===== src/rtl/dlsc_mt9v032_pkg.sv =====
// Shared definitions for the MT9V032 multi-camera frame aligner.
package dlsc_mt9v032_pkg;

    typedef enum logic [1:0] {
        ST_IDLE = 2'd0,
        ST_SYNC = 2'd1,
        ST_RUN  = 2'd2
    } state_t;

    // LSB of camera lane 'lane' in a packed multi-camera pixel bus
    function automatic int unsigned lane_lsb(input int unsigned lane, input int unsigned width);
        return lane * width;
    endfunction

    // Position counter width; stays at least 1 bit for a degenerate 1-entry range
    function automatic int unsigned cnt_width(input int unsigned range);
        return (range > 1) ? $clog2(range) : 1;
    endfunction

endpackage


===== src/rtl/dlsc_mt9v032_aligner_if.sv =====
// Pixel-stream bus between per-camera FIFOs, the aligner and the downstream pipeline.
interface dlsc_mt9v032_aligner_if #(
    parameter int unsigned CAMERAS = 2,
    parameter int unsigned DATA    = 10
);
    logic [CAMERAS-1:0]      in_ready;
    logic [CAMERAS-1:0]      in_valid;
    logic [CAMERAS-1:0]      in_sof;
    logic [CAMERAS*DATA-1:0] in_data;
    logic                    out_ready;
    logic                    out_valid;
    logic [CAMERAS*DATA-1:0] out_data;
    logic                    out_sof;
    logic                    out_eol;
    logic                    out_eof;

    // Camera FIFOs plus downstream consumer
    modport master (
        input  in_ready,
        output in_valid, in_sof, in_data,
        output out_ready,
        input  out_valid, out_data, out_sof, out_eol, out_eof
    );

    // The aligner itself
    modport slave (
        output in_ready,
        input  in_valid, in_sof, in_data,
        input  out_ready,
        output out_valid, out_data, out_sof, out_eol, out_eof
    );
endinterface


===== src/rtl/dlsc_mt9v032_aligner_pos.sv =====
// Pixel position tracker: x/y counters with first-pixel / end-of-line / end-of-frame decode.
module dlsc_mt9v032_aligner_pos
    import dlsc_mt9v032_pkg::*;
#(
    parameter int unsigned HDISP = 752,
    parameter int unsigned VDISP = 480
) (
    input  logic clk,
    input  logic rst_n,
    input  logic clr,
    input  logic adv,
    output logic at_origin,
    output logic at_eol,
    output logic at_eof
);
    localparam int unsigned   XW    = cnt_width(HDISP);
    localparam int unsigned   YW    = cnt_width(VDISP);
    localparam logic [XW-1:0] XLAST = XW'(HDISP - 1);
    localparam logic [YW-1:0] YLAST = YW'(VDISP - 1);

    logic [XW-1:0] x_q, x_d;
    logic [YW-1:0] y_q, y_d;

    // Decode the position of the beat about to be emitted
    always_comb begin
        at_origin = (x_q == '0) && (y_q == '0);
        at_eol    = (x_q == XLAST);
        at_eof    = at_eol && (y_q == YLAST);
    end

    // Advance raster position, wrapping x at line end and y at frame end
    always_comb begin
        x_d = x_q;
        y_d = y_q;
        if (clr) begin
            x_d = '0;
            y_d = '0;
        end else if (adv) begin
            if (at_eol) begin
                x_d = '0;
                y_d = at_eof ? '0 : y_q + YW'(1);
            end else begin
                x_d = x_q + XW'(1);
            end
        end
    end

    // Position registers
    always_ff @(posedge clk) begin
        if (!rst_n) begin
            x_q <= '0;
            y_q <= '0;
        end else begin
            x_q <= x_d;
            y_q <= y_d;
        end
    end

endmodule


===== src/rtl/dlsc_mt9v032_aligner.sv =====
// Lockstep aligner: waits for SOF on every enabled camera, then pops all lanes together and
// emits one wide beat per pixel with frame markers, a frame counter and a sticky sync error.
module dlsc_mt9v032_aligner
    import dlsc_mt9v032_pkg::*;
#(
    parameter int unsigned CAMERAS = 2,
    parameter int unsigned DATA    = 10,
    parameter int unsigned HDISP   = 752,
    parameter int unsigned VDISP   = 480,
    parameter int unsigned FCNT    = 16
) (
    input  logic                clk,
    input  logic                rst_n,
    input  logic                cfg_enable,
    input  logic [CAMERAS-1:0]  cfg_mask,
    dlsc_mt9v032_aligner_if.slave bus,
    output logic [FCNT-1:0]     frame_count,
    output logic                err_sync
);
    localparam int unsigned W = CAMERAS * DATA;

    state_t             state_q, state_d;
    logic [CAMERAS-1:0] mask_q, mask_d;
    logic               out_valid_q, out_valid_d;
    logic [W-1:0]       out_data_q, out_data_d;
    logic               out_sof_q, out_sof_d;
    logic               out_eol_q, out_eol_d;
    logic               out_eof_q, out_eof_d;
    logic [FCNT-1:0]    fcnt_q, fcnt_d;
    logic               err_q, err_d;

    logic [CAMERAS-1:0] in_ready;
    logic [CAMERAS-1:0] en_sof;
    logic [W-1:0]       lane_mask;
    logic               all_valid, all_sof, out_free, sof_bad;
    logic               adv, pos_clr;
    logic               at_origin, at_eol, at_eof;

    dlsc_mt9v032_aligner_pos #(
        .HDISP (HDISP),
        .VDISP (VDISP)
    ) u_pos (
        .clk       (clk),
        .rst_n     (rst_n),
        .clr       (pos_clr),
        .adv       (adv),
        .at_origin (at_origin),
        .at_eol    (at_eol),
        .at_eof    (at_eof)
    );

    // Lane qualifiers; disabled lanes never block alignment
    always_comb begin
        lane_mask = '0;
        for (int unsigned j = 0; j < CAMERAS; j++) begin
            lane_mask[lane_sb_fix(j) +: DATA] = {DATA{mask_q[j]}};
        end
        en_sof    = bus.in_valid & bus.in_sof & mask_q;
        all_valid = &(bus.in_valid | ~mask_q);
        all_sof   = &(en_sof | ~mask_q);
        out_free  = bus.out_ready || !out_valid_q;
        // At the origin every enabled lane must carry SOF; elsewhere none may
        sof_bad   = at_origin ? (en_sof != mask_q) : (en_sof != '0);
    end

    function automatic int unsigned lane_sb_fix(input int unsigned j);
        return lane_lsb(j, DATA);
    endfunction

    // Next-state, pop and output-register logic
    always_comb begin
        state_d     = state_q;
        mask_d      = mask_q;
        in_ready    = '1;
        adv         = 1'b0;
        pos_clr     = 1'b0;
        out_valid_d = out_valid_q;
        out_data_d  = out_data_q;
        out_sof_d   = out_sof_q;
        out_eol_d   = out_eol_q;
        out_eof_d   = out_eof_q;
        fcnt_d      = fcnt_q;
        err_d       = err_q;

        if (out_valid_q && bus.out_ready) begin
            out_valid_d = 1'b0;
        end

        unique case (state_q)
            ST_IDLE: begin
                if (cfg_enable) begin
                    mask_d  = cfg_mask;
                    state_d = ST_SYNC;
                end
            end
            ST_SYNC: begin
                // Drop everything ahead of SOF, hold SOF at the FIFO head
                in_ready = ~mask_q | (bus.in_valid & ~bus.in_sof);
                if (all_sof && (mask_q != '0)) begin
                    state_d = ST_RUN;
                    pos_clr = 1'b1;
                end
            end
            ST_RUN: begin
                in_ready = ~mask_q;
                if (all_valid && sof_bad) begin
                    err_d   = 1'b1;
                    state_d = ST_SYNC;
                end else if (all_valid && out_free) begin
                    adv         = 1'b1;
                    in_ready    = '1;
                    out_valid_d = 1'b1;
                    out_data_d  = bus.in_data & lane_mask;
                    out_sof_d   = at_origin;
                    out_eol_d   = at_eol;
                    out_eof_d   = at_eof;
                    if (at_eof) begin
                        fcnt_d = fcnt_q + FCNT'(1);
                    end
                end
            end
            default: state_d = ST_IDLE;
        endcase

        // Disable wins over everything except a pop already committed this cycle
        if (!cfg_enable) begin
            state_d = ST_IDLE;
            err_d   = 1'b0;
        end
    end

    // State and output registers
    always_ff @(posedge clk) begin
        if (!rst_n) begin
            state_q     <= ST_IDLE;
            mask_q      <= '0;
            out_valid_q <= 1'b0;
            out_data_q  <= '0;
            out_sof_q   <= 1'b0;
            out_eol_q   <= 1'b0;
            out_eof_q   <= 1'b0;
            fcnt_q      <= '0;
            err_q       <= 1'b0;
        end else begin
            state_q     <= state_d;
            mask_q      <= mask_d;
            out_valid_q <= out_valid_d;
            out_data_q  <= out_data_d;
            out_sof_q   <= out_sof_d;
            out_eol_q   <= out_eol_d;
            out_eof_q   <= out_eof_d;
            fcnt_q      <= fcnt_d;
            err_q       <= err_d;
        end
    end

    assign bus.in_ready  = in_ready;
    assign bus.out_valid = out_valid_q;
    assign bus.out_data  = out_data_q;
    assign bus.out_sof   = out_sof_q;
    assign bus.out_eol   = out_eol_q;
    assign bus.out_eof   = out_eof_q;
    assign frame_count   = fcnt_q;
    assign err_sync      = err_q;

endmodule


===== src/flat_wrapper.sv =====
// flat-port wrapper written by rule: the top's interface ports become plain ports
module dlsc_mt9v032_aligner_flat import dlsc_mt9v032_pkg::*;
#(
    parameter int unsigned CAMERAS = 2,
    parameter int unsigned DATA    = 10,
    parameter int unsigned HDISP   = 752,
    parameter int unsigned VDISP   = 480,
    parameter int unsigned FCNT    = 16
)
  (clk, rst_n, cfg_enable, cfg_mask, frame_count, err_sync, bus_in_ready, bus_in_valid, bus_in_sof, bus_in_data, bus_out_ready, bus_out_valid, bus_out_data, bus_out_sof, bus_out_eol, bus_out_eof);
  dlsc_mt9v032_aligner_if #(.CAMERAS(CAMERAS), .DATA(DATA)) bus_i ();
  input  logic clk;
  input  logic rst_n;
  input  logic cfg_enable;
  input  logic [CAMERAS-1:0] cfg_mask;
  output logic [FCNT-1:0] frame_count;
  output logic err_sync;
  output wire logic [$bits(bus_i.in_ready)-1:0] bus_in_ready;
  input wire logic [$bits(bus_i.in_valid)-1:0] bus_in_valid;
  input wire logic [$bits(bus_i.in_sof)-1:0] bus_in_sof;
  input wire logic [$bits(bus_i.in_data)-1:0] bus_in_data;
  input wire logic [$bits(bus_i.out_ready)-1:0] bus_out_ready;
  output wire logic [$bits(bus_i.out_valid)-1:0] bus_out_valid;
  output wire logic [$bits(bus_i.out_data)-1:0] bus_out_data;
  output wire logic [$bits(bus_i.out_sof)-1:0] bus_out_sof;
  output wire logic [$bits(bus_i.out_eol)-1:0] bus_out_eol;
  output wire logic [$bits(bus_i.out_eof)-1:0] bus_out_eof;
  assign bus_in_ready = bus_i.in_ready;
  assign bus_i.in_valid = bus_in_valid;
  assign bus_i.in_sof = bus_in_sof;
  assign bus_i.in_data = bus_in_data;
  assign bus_i.out_ready = bus_out_ready;
  assign bus_out_valid = bus_i.out_valid;
  assign bus_out_data = bus_i.out_data;
  assign bus_out_sof = bus_i.out_sof;
  assign bus_out_eol = bus_i.out_eol;
  assign bus_out_eof = bus_i.out_eof;
  dlsc_mt9v032_aligner #(.CAMERAS(CAMERAS), .DATA(DATA), .HDISP(HDISP), .VDISP(VDISP), .FCNT(FCNT)) u_core (.clk(clk), .rst_n(rst_n), .cfg_enable(cfg_enable), .cfg_mask(cfg_mask), .bus(bus_i), .frame_count(frame_count), .err_sync(err_sync));
endmodule

===== config.mk =====
export PLATFORM = sky130hd
export DESIGN_NAME = dlsc_mt9v032_aligner_flat
export DESIGN_NICKNAME = d
export VERILOG_FILES = /design/src/rtl/dlsc_mt9v032_pkg.sv /design/src/rtl/dlsc_mt9v032_aligner_if.sv /design/src/rtl/dlsc_mt9v032_aligner_pos.sv /design/src/rtl/dlsc_mt9v032_aligner.sv /design/src/flat_wrapper.sv
export SDC_FILE = /design/constraint.sdc
export NUM_CORES = 1
export LEC_CHECK = 0
export BUFFER_PORTS_ARGS = -buffer_cell sky130_fd_sc_hd__buf_2
export CORE_MARGIN = 2
export CORE_UTILIZATION = 30
export CTS_CLUSTER_SIZE = 12
export DETAILED_ROUTE_END_ITERATION = 10
export PLACE_DENSITY = 0.6
export SLEW_MARGIN = 10
export SYNTH_ARGS = -nofsm -noshare
export SYNTH_HDL_FRONTEND = slang
export SYNTH_SLANG_ARGS = --single-unit

===== constraint.sdc =====
create_clock -name clk -period 2.34 [get_ports clk]
set_input_delay 0.117 -clock clk [delete_from_list [all_inputs] [get_ports clk]]
set_output_delay 0.117 -clock clk [all_outputs]
set_load 0.02 [all_outputs]

**Word-level counts from Yosys, hierarchy flattened**

Index checks and enable logic that the tools add are counted.

- Memories: 0
- Memory bits (writable): 0
- Flip-flop bits (word level): 64
- Bits in read-only memories: 0
- Bits in latches: 0
- Bits of input ports: 30

- Shift-type cells: 0
- Equal/unequal tests: 7
- Reduce and logical (&&, ||, !) cells: 23
- Order comparisons: 0
- Muxes and demuxes: 18
- Divide/modulo/power cells: 0
- Bitwise gates (word level): 11
- $add $sub $neg: 3
- Multipliers: 0

Operators with widths:

| cell | count |
|---|---|
| $and A20 B20 Y20 | 1 |
| $add A16 B1 Y16 const B | 1 |
| $reduce_and A2 Y1 | 7 |
| $add A10 B1 Y10 const B | 1 |
| $eq A10 B10 Y1 const B | 1 |
| $logic_not A10 Y1 | 1 |
| $mux W1 | 10 |
| $mux W10 | 1 |
| $add A9 B1 Y9 const B | 1 |
| $eq A9 B9 Y1 const B | 1 |
| $logic_not A9 Y1 | 1 |
| $mux W9 | 1 |
| $mux W2 | 4 |
| $and A2 B2 Y2 | 3 |
| $logic_and A1 B1 Y1 | 6 |
| $or A2 B2 Y2 | 3 |
| $pmux W2 S3 | 1 |
| $ne A2 B1 Y1 const B | 2 |
| $not A2 Y2 | 2 |
| $pmux W2 S2 | 1 |
| $reduce_and A4 Y1 | 1 |
| $reduce_bool A2 Y1 | 2 |
| $reduce_and A3 Y1 | 1 |
| $eq A2 B1 Y1 const B | 1 |
| 7 further kinds | 8 |

**Depth between registers and ports, before layout**

Gate-level depths: netlist of the first run.

- Depth in word-level cells: 8
- Mapped depth: 10
- Depth with buffers taken out: 8

**Cells and area by module**

Synthesis of the first run repeated with hierarchy kept, for this count alone.

- Cells, all modules: 394
- Area total of the unflattened synthesis: 3,198.1 um^2

Modules (own cells, without submodules):

| module | times used | cells each | area an instance (um^2) | sequential area each (um^2) |
|---|---|---|---|---|
| dlsc_mt9v032_aligner | 1 | 261 | 2,107.0 | 900.9 |
| dlsc_mt9v032_aligner_pos | 1 | 133 | 1,091.0 | 380.4 |

**Least setup slack after synthesis of the first run**

No wires, ideal clock.

- Path type: register to register
- Start: register u_core.state_q[0]
- End: register u_core.fcnt_q[3], in the netlist u_core.frame_count[3]
- Period minus slack after synthesis: 2,360 ps
- Stages on the path, launching flop included: 10
- Buffers on the path: 1
- Path slack: -20 ps
- Arrival time: 2,290 ps
- Cells stage by stage: dfxtp_1 inv_1 ha_1 inv_1 or4_4 o21ba_4 mux2i_2 buf_6 or4_1 a21oi_1

- Longest elaborated chain between the ends: 2

RTL lines:

| what | RTL line | text |
|---|---|---|
| start: declaration | dlsc_mt9v032_aligner.sv:22 | `state_t state_q, state_d;` |
| start signal: assignment | dlsc_mt9v032_aligner.sv:145 | `state_q <= state_d;` |
| $eq A2 B2 Y1 | dlsc_mt9v032_aligner.sv:89 | `unique case (state_q)` |
| $reduce_and A4 Y1 (no line) | n/a |  |
| end signal: assignment | dlsc_mt9v032_aligner.sv:152 | `fcnt_q <= fcnt_d;` |
| end: declaration | dlsc_mt9v032_aligner.sv:29 | `logic [FCNT-1:0] fcnt_q, fcnt_d;` |

No other way between the ends.
A chain may end at the register's enable or synchronous reset.

**Final worst setup path of the first run**

- Start: register u_core.state_q[0]
- End: register u_core.fcnt_q[8], in the netlist u_core.frame_count[8]

The elaborated chain is that of the path after synthesis.

==> impl_metrics.prom, run 1 <==
# TYPE chip_impl_metric gauge
chip_impl_metric{name="syn-num-nets",unit=""} 431
chip_impl_info{name="rsz0062_at_grt",value="yes"} 1
chip_impl_metric{name="grt_antenna_before_repair",unit=""} 0
chip_impl_metric{name="avgSynthCellArea",unit="µm²"} 8.11
chip_impl_metric{name="ctsLongestPathBuffers",unit=""} 2
chip_impl_metric{name="rows",unit=""} 37
chip_impl_metric{name="htree_levels",unit=""} 3
chip_impl_info{name="cts_tree",value="yes"} 1
chip_impl_info{name="worstSetupEndpointType",value="register"} 1
chip_impl_metric{name="ant_nets",unit=""} 0
chip_impl_metric{name="cts.reportedPaths.clkPinSlew",unit="ps"} 80
chip_impl_metric{name="netlist-cell-type-count",unit=""} 45
chip_impl_info{name="min-delay-path-class",value="in2reg"} 1
chip_impl_metric{name="clock_sinks",unit=""} 64
chip_impl_metric{name="num_antenna_cells",unit=""} 0
chip_impl_info{name="yosys.area.top_type",value="sky130_fd_sc_hd__dfxtp_1"} 1
chip_impl_metric{name="vias_in_the_first_global_route",unit=""} 3007
chip_impl_metric{name="fin_crit",unit="ps"} 2350
chip_impl_info{name="layout.cells.most_common",value="sky130_fd_sc_hd__buf_2"} 1
chip_impl_metric{name="timing.final.ws_setup",unit="ps"} -5.74
chip_impl_metric{name="post_drt_via_cell_ratio",unit=""} 5.20
chip_impl_metric{name="grt_use_met2",unit="%"} 25.5
chip_impl_info{name="slowest_stage",value="sky130_fd_sc_hd__or4_4"} 1
chip_impl_metric{name="drt-pass1-iter-count",unit=""} 4
chip_impl_metric{name="slew_headroom",unit="%"} 54.5
chip_impl_info{name="setup.worst_path.end",value="u_core.frame_count[8]"} 1
chip_impl_info{name="crit_startpoint",value="u_core.state_q[0]"} 1
chip_impl_metric{name="yosysWarningCount",unit=""} 0
chip_impl_info{name="synth.top_cells.by_area",value="sky130_fd_sc_hd__dfxtp_1 40%, sky130_fd_sc_hd__a21oi_1 8.3%, sky130_fd_sc_hd__nand3_1 6.1%, sky130_fd_sc_hd__nand2_1 5.5%, sky130_fd_sc_hd__o31ai_1 3.8%"} 1
chip_impl_metric{name="asyncSetResetFlopFracSynth",unit="%"} 0
chip_impl_info{name="ys_flop_type",value="sky130_fd_sc_hd__dfxtp_1"} 1
chip_impl_metric{name="max_slew.worst_pin.slew",unit="ps"} 682
chip_impl_metric{name="power.density_cell_area",unit="nW/µm²"} 515
chip_impl_metric{name="post-place-ws",unit="ps"} -75.2
chip_impl_metric{name="areaGrowthSynthToFinish",unit="%"} 37.0
chip_impl_metric{name="grt_start_max_net_pins",unit=""} 26
chip_impl_metric{name="timing.fmax",unit="MHz"} 426
chip_impl_info{name="setup.worst_path.class",value="reg2reg"} 1
chip_impl_metric{name="grt_util_all_layers",unit="%"} 15.3
chip_impl_metric{name="initial_utilization",unit="%"} 30.8
chip_impl_metric{name="clk_latency",unit="ps"} 350
chip_impl_metric{name="critical_path_arrival",unit="ps"} 2620
chip_impl_metric{name="dr.first_iter.drc_count",unit=""} 183
chip_impl_metric{name="power.total",unit="µW"} 2240
chip_impl_metric{name="setup_viol",unit=""} 4
chip_impl_metric{name="routed_wire_length_per_instance",unit="µm"} 14.0
chip_impl_metric{name="cts.hold.buffers_added",unit=""} 0
chip_impl_metric{name="synth-edff-count",unit=""} 0
chip_impl_metric{name="grt_remaining_overflow",unit=""} 0
chip_impl_metric{name="drt_wl_total",unit="µm"} 8810
chip_impl_info{name="result_of_the_run",value="finished with violations"} 1
chip_impl_info{name="critPathLaunchType",value="register"} 1
chip_impl_metric{name="synth_seq_cells",unit=""} 64
chip_impl_metric{name="synth.top_cell.area_share",unit="%"} 40.3
chip_impl_metric{name="finalHoldViolations",unit=""} 0
chip_impl_metric{name="die_area",unit="µm²"} 11400
chip_impl_metric{name="number_of_nets_in_the_finished_design",unit=""} 526
chip_impl_metric{name="dpl.hpwl",unit="µm"} 5870
chip_impl_metric{name="syn_area",unit="µm²"} 3180
chip_impl_metric{name="final.period_utilization",unit="%"} 100
chip_impl_metric{name="worstPathMaxFanout",unit=""} 15
chip_impl_metric{name="die-height",unit="µm"} 107
chip_impl_metric{name="portBuffers",unit=""} 72
chip_impl_metric{name="routabilityCongestion",unit=""} 0.814
chip_impl_metric{name="post-route-drc-count",unit=""} 0
chip_impl_metric{name="cts_made_buffers",unit=""} 9
chip_impl_metric{name="via_count",unit=""} 3266
chip_impl_metric{name="grtUsageMet3",unit="%"} 3.28
chip_impl_metric{name="power.ir.vdd_worst",unit="mV"} 0.231
chip_impl_metric{name="timing.final.max_slew_violations",unit=""} 0
chip_impl_metric{name="globalRouteMet1Util",unit="%"} 19.6
chip_impl_info{name="critical_path.cell_chain",value="inv_2 -> ha_4 -> inv_2 -> or4_4 -> o21ba_4 -> mux2i_4 -> buf_8 -> or4_4 -> a21oi_1"} 1
chip_impl_metric{name="power_leakage",unit="µW"} 0.00173
chip_impl_metric{name="worst_path_largest_cell_delay",unit="ps"} 520
chip_impl_metric{name="timing.critical_path.required",unit="ps"} 2610
chip_impl_info{name="cts.root.buffer_cell",value="sky130_fd_sc_hd__clkbuf_8"} 1
chip_impl_metric{name="design.portCount",unit=""} 73
chip_impl_metric{name="core-area",unit="µm²"} 10300
chip_impl_metric{name="grt_pass1_wl",unit="µm"} 14200
chip_impl_info{name="grt_most_used_layer",value="met2"} 1
chip_impl_metric{name="ratio_of_cells_with_drive_above_1_in_the_final_layout",unit="%"} 33.7
chip_impl_metric{name="dieWidth",unit="µm"} 107
chip_impl_metric{name="worst_clock_skew",unit="ps"} 9.49
chip_impl_metric{name="timing.reg2reg.worst_path_depth",unit=""} 9
chip_impl_info{name="layout_common_cells",value="70 x sky130_fd_sc_hd__buf_2, 58 x sky130_fd_sc_hd__dfxtp_1, 47 x sky130_fd_sc_hd__nand2_1"} 1
chip_impl_metric{name="r2r_setup_slack",unit="ps"} -6
chip_impl_info{name="regToRegEndpoint",value="u_core.frame_count[8]"} 1
chip_impl_info{name="failing_checks",value="negative setup slack"} 1
chip_impl_metric{name="synth_seq_area_share",unit="%"} 40.3
chip_impl_metric{name="cap_viol_max_count",unit=""} 0
chip_impl_info{name="worstReg2RegStart",value="u_core.state_q[0]"} 1
chip_impl_metric{name="count_of_mapped_cells_out_of_synthesis",unit=""} 392
==> metrics by stage <==
| step | instance area [µm²] | utilization, % | std cells | setup TNS [ps] | hold WS [ps] |
|---|---|---|---|---|---|
| 3_5_place_dp | 3850 | 37.3 | 603 | -760 | 384 |
| 2_1_floorplan | 3180 | - | 392 | 0 | 235 |
| 6_report | 4360 | 42.2 | 628 | -19.9 | 19.9 |
| 5_1_grt | 4360 | 42.2 | 628 | -941 | 24.2 |
| 3_3_place_gp | 3850 | 37.3 | 603 | -47.6 | 373 |
| 4_1_cts | 4100 | 39.7 | 621 | -314 | 8.14 |
==> timing repair <==
item                                    4_1_cts  5_1_grt
gates resized for setup                      13       45
gates cloned                                  0        1
setup buffers                                 4        6
endpoints found under the setup margin       33       18
pin swaps                                     7       15
==> registers in the layout (all words and copies together) (netlist names) <==
register / count
u_core.bus.out_data: 20
u_core.bus.out_eof: 1
u_core.bus.out_eol: 1
u_core.bus.out_sof: 1
u_core.bus.out_valid: 1
u_core.err_sync: 1
u_core.frame_count: 16
u_core.mask_q: 2
u_core.state_q: 2
u_core.u_pos.x_q: 10
u_core.u_pos.y_q: 9
==> worst max-delay path: cells and delay by family, from the launching register on <==
family / cells / cell delay (ps)
multiplexers: 1 / 100
adder cells (fa/ha/maj): 1 / 140
flip-flops: 1 / 330
buffers and inverters: 3 / 270
AO/OA/AOI/OAI: 2 / 400
AND/OR/NAND/NOR: 2 / 1020
==> cells in the mapped netlist (all sizes together) (2+ instances only) <==
master and count:
nand4 7, dfxtp 64, and3 10, or4 17, or3 3, nor3 4
nor2b 4, a31oi 6, nand2b 2, a41oi 2, mux2i 4, nand3 39
and4 4, a21oi 53, buf 8, nor4 5, inv 14, o21ba 2
o31ai 16, o21a 4, and2 5, o2111ai 2, nand2 47, ha 9
nand4b 2, clkbuf 18, o21ai 14, nor2 15
==> kinds of logic (layout without fill, tap and decap cells) <==
logic type                 Yosys count  in the layout  share of synthesized area, %
and+or+nand+nor                    166            166                          27.7
AOI/OAI and AO/OA                  108            108                          21.1
DFF                                 64             64                          40.3
buffers and inverters               40            140                          5.63
adders and majority gates            9              9                          3.54
muxes                                5              5                          1.73
==> layout make-up <==
class	instances	area [µm²]
Sequential cell	64	1300
Tap cell	136	170
Timing Repair Buffer	110	734
Fill cell	1022	5970
Multi-Input combinational cell	288	1900
Inverter	14	52.6
Clock buffer	9	124
Clock inverter	7	80.1
==> worst min-delay path by stage <==
stage,startpoint,to,cells past startpoint
6_report,cfg_mask[0],u_core.mask_q[0],3
2_1_floorplan,rst_n,u_core.frame_count[7],1
5_1_grt,bus_in_data[9],u_core.bus.out_data[9],3
3_5_place_dp,cfg_mask[0],u_core.mask_q[0],3
3_3_place_gp,cfg_mask[1],u_core.mask_q[1],3
4_1_cts,cfg_mask[0],u_core.mask_q[0],3
==> power by group <==
part           internal (µW)  total, µW  leakage (µW)  switching, µW
Sequential              1090       1090      0.000520           3.00
Combinational           68.2        160       0.00112           91.4
Clock                    503        991     0.0000964            489
==> layer usage <==
| metal | up-vias | routed length, µm |
|---|---|---|
| met5 | - | 0 |
| met4 | 0 | 106 |
| met3 | 9 | 276 |
| met2 | 54 | 4290 |
| met1 | 1564 | 4130 |
| li1 | 1639 | - |
No activity file was read; power rests on OpenSTA's default activity.
==> run 2, diff against run 1 <==
- CELL_PAD_IN_SITES_DETAIL_PLACEMENT: default -> 0
- CELL_PAD_IN_SITES_GLOBAL_PLACEMENT: default -> 1
- PLACE_DENSITY: 0.6 -> 0.75
==> impl_metrics.prom, run 2 (synthesized netlist as in run 1, its figures left out) <==
# TYPE chip_impl_metric gauge
chip_impl_metric{name="routed_wire_length_per_instance",unit="µm"} 14.7
chip_impl_metric{name="layout.cell_area.non_filler",unit="µm²"} 4360
chip_impl_metric{name="max_slew.worst_pin.slew",unit="ps"} 485
chip_impl_metric{name="power.density_cell_area",unit="nW/µm²"} 534
chip_impl_metric{name="drt-pass1-iter-count",unit=""} 5
chip_impl_metric{name="die-height",unit="µm"} 107
chip_impl_metric{name="areaGrowthSynthToFinish",unit="%"} 37.2
chip_impl_metric{name="timing.critical_path.required",unit="ps"} 2620
chip_impl_metric{name="clock_sinks",unit=""} 64
chip_impl_metric{name="timing.final.max_slew_violations",unit=""} 0
chip_impl_metric{name="max_ffs_per_register",unit=""} 20
chip_impl_metric{name="routabilityCongestion",unit=""} 0.841
chip_impl_info{name="hold_path_startpoint",value="cfg_mask[1]"} 1
chip_impl_metric{name="power.ir.vdd_worst",unit="mV"} 0.246
chip_impl_metric{name="timing.final.ws_setup",unit="ps"} -22.5
chip_impl_metric{name="fin_crit",unit="ps"} 2360
chip_impl_metric{name="rows",unit=""} 37
chip_impl_metric{name="power_leakage",unit="µW"} 0.00173
chip_impl_metric{name="number_of_nets_in_the_finished_design",unit=""} 528
chip_impl_info{name="layout_common_cells",value="70 x sky130_fd_sc_hd__buf_2, 59 x sky130_fd_sc_hd__dfxtp_1, 47 x sky130_fd_sc_hd__nand2_1"} 1
chip_impl_info{name="failing_checks",value="negative setup slack"} 1
chip_impl_metric{name="dr.first_iter.drc_count",unit=""} 189
chip_impl_metric{name="vias_in_the_first_global_route",unit=""} 3135
chip_impl_metric{name="htree_levels",unit=""} 3
chip_impl_metric{name="ctsLongestPathBuffers",unit=""} 2
chip_impl_metric{name="post_drt_via_cell_ratio",unit=""} 5.25
chip_impl_metric{name="finalHoldViolations",unit=""} 0
chip_impl_metric{name="final_util",unit="%"} 42.2
chip_impl_metric{name="drt_wl_total",unit="µm"} 9260
chip_impl_metric{name="clk_latency",unit="ps"} 350
chip_impl_metric{name="grt_util_all_layers",unit="%"} 16.2
chip_impl_metric{name="core-area",unit="µm²"} 10300
chip_impl_metric{name="worstPathMaxFanout",unit=""} 19
chip_impl_metric{name="grt_antenna_before_repair",unit=""} 0
chip_impl_info{name="cts.root.buffer_cell",value="sky130_fd_sc_hd__clkbuf_8"} 1
chip_impl_metric{name="cap_viol_max_count",unit=""} 0
chip_impl_info{name="setup.worst_path.class",value="reg2reg"} 1
chip_impl_metric{name="initial_utilization",unit="%"} 30.8
chip_impl_metric{name="cts.hold.buffers_added",unit=""} 0
chip_impl_metric{name="ant_nets",unit=""} 0
chip_impl_info{name="crit_startpoint",value="u_core.state_q[0]"} 1
chip_impl_info{name="rsz0062_at_grt",value="yes"} 1
chip_impl_metric{name="cts.reportedPaths.clkPinSlew",unit="ps"} 80
chip_impl_metric{name="slew_headroom",unit="%"} 67.6
chip_impl_metric{name="final.period_utilization",unit="%"} 101
chip_impl_metric{name="design.portCount",unit=""} 73
chip_impl_metric{name="portBuffers",unit=""} 72
chip_impl_metric{name="die_area",unit="µm²"} 11400
chip_impl_metric{name="timing.fmax",unit="MHz"} 423
chip_impl_info{name="result_of_the_run",value="finished with violations"} 1
chip_impl_info{name="worstSetupEndpointType",value="register"} 1
chip_impl_metric{name="via_count",unit=""} 3306
chip_impl_metric{name="cell_depth_of_the_worst_min_delay_path",unit=""} 3
chip_impl_info{name="critical_path.cell_chain",value="inv_2 -> ha_4 -> inv_2 -> or4_4 -> o21ba_4 -> mux2i_4 -> buf_12 -> or4_4 -> a21oi_2"} 1
chip_impl_metric{name="post-route-drc-count",unit=""} 0
chip_impl_metric{name="grt_pass1_wl",unit="µm"} 15100
chip_impl_info{name="slowest_stage",value="sky130_fd_sc_hd__or4_4"} 1
chip_impl_metric{name="timing.reg2reg.worst_path_depth",unit=""} 9
chip_impl_info{name="critPathLaunchType",value="register"} 1
chip_impl_info{name="min-delay-path-class",value="in2reg"} 1
chip_impl_metric{name="worst_path_largest_cell_delay",unit="ps"} 520
chip_impl_metric{name="dieWidth",unit="µm"} 107
chip_impl_metric{name="grt_start_max_net_pins",unit=""} 41
chip_impl_metric{name="grt_remaining_overflow",unit=""} 0
chip_impl_metric{name="worst_clock_skew",unit="ps"} 11.7
chip_impl_metric{name="num_antenna_cells",unit=""} 0
chip_impl_info{name="layout.cells.most_common",value="sky130_fd_sc_hd__buf_2"} 1
chip_impl_metric{name="ratio_of_cells_with_drive_above_1_in_the_final_layout",unit="%"} 33.8
chip_impl_info{name="worstReg2RegStart",value="u_core.state_q[0]"} 1
chip_impl_metric{name="dpl_cell_area",unit="µm²"} 3820
chip_impl_info{name="cts_tree",value="yes"} 1
chip_impl_metric{name="cts_made_buffers",unit=""} 9
chip_impl_metric{name="dpl.hpwl",unit="µm"} 5950
chip_impl_metric{name="critical_path_arrival",unit="ps"} 2640
chip_impl_metric{name="setup_viol",unit=""} 7
run 2: timing repair:
action / in CTS / in global routing
resized for setup: 16 / 36
endpoints found under the setup margin: 21 / 55
cloned: 2 / 0
pin swaps: 6 / 16
setup buffers: 7 / 3
run 2: final timing paths:
check,slack (ps),to
min reg2reg,450,u_core.bus.out_data[10]
min,30,u_core.mask_q[1]
max reg2reg,-20,u_core.frame_count[8]
max,-20,u_core.frame_count[8]
run 2: power by group:
part           switching [µW]  internal [µW]
registers                2.76           1090
clock network             478            599
logic                    89.8           66.8
total                     570           1760
run 2: area by class of cell:
class	count	area, µm²
fillers	1052	5960
multi-input cells	288	1880
flip-flops and latches	64	1290
repair buffers	112	749
well taps	136	170
clock buffers	9	124
clock inverters	7	96.3
inverters	14	52.6
run 2: critical path, delay by kind of cell (launching register included):
kind                     cells  cell delay [ps]
multiplexers                 1              100
adder cells (fa/ha/maj)      1              140
AND/OR/NAND/NOR              2             1030
AO/OA/AOI/OAI                2              390
flip-flops                   1              330
buffers and inverters        3              280
run 2: per-layer routing:
metal	global-route usage [%]	wire, µm	up-vias
met5	0	0	-
met2	27.9	4520	79
met3	3.65	420	13
li1	-	-	1647
met4	4.17	144	0
met1	20.4	4180	1567
run 2: metrics by stage:
stage / hold slack (ps) / worst slack (ps) / TNS, ps / cells / power [µW]
3_3_place_gp: 383 / 17.6 / 0 / 603 / 1260
2_1_floorplan: 235 / 0.883 / 0 / 392 / 1200
4_1_cts: 17.0 / -1.56 / -1.56 / 628 / 2340
3_5_place_dp: 384 / -35.6 / -329 / 603 / 1260
6_report: 26.4 / -22.5 / -72.1 / 630 / 2330
5_1_grt: 23.0 / -105 / -1330 / 630 / 2410
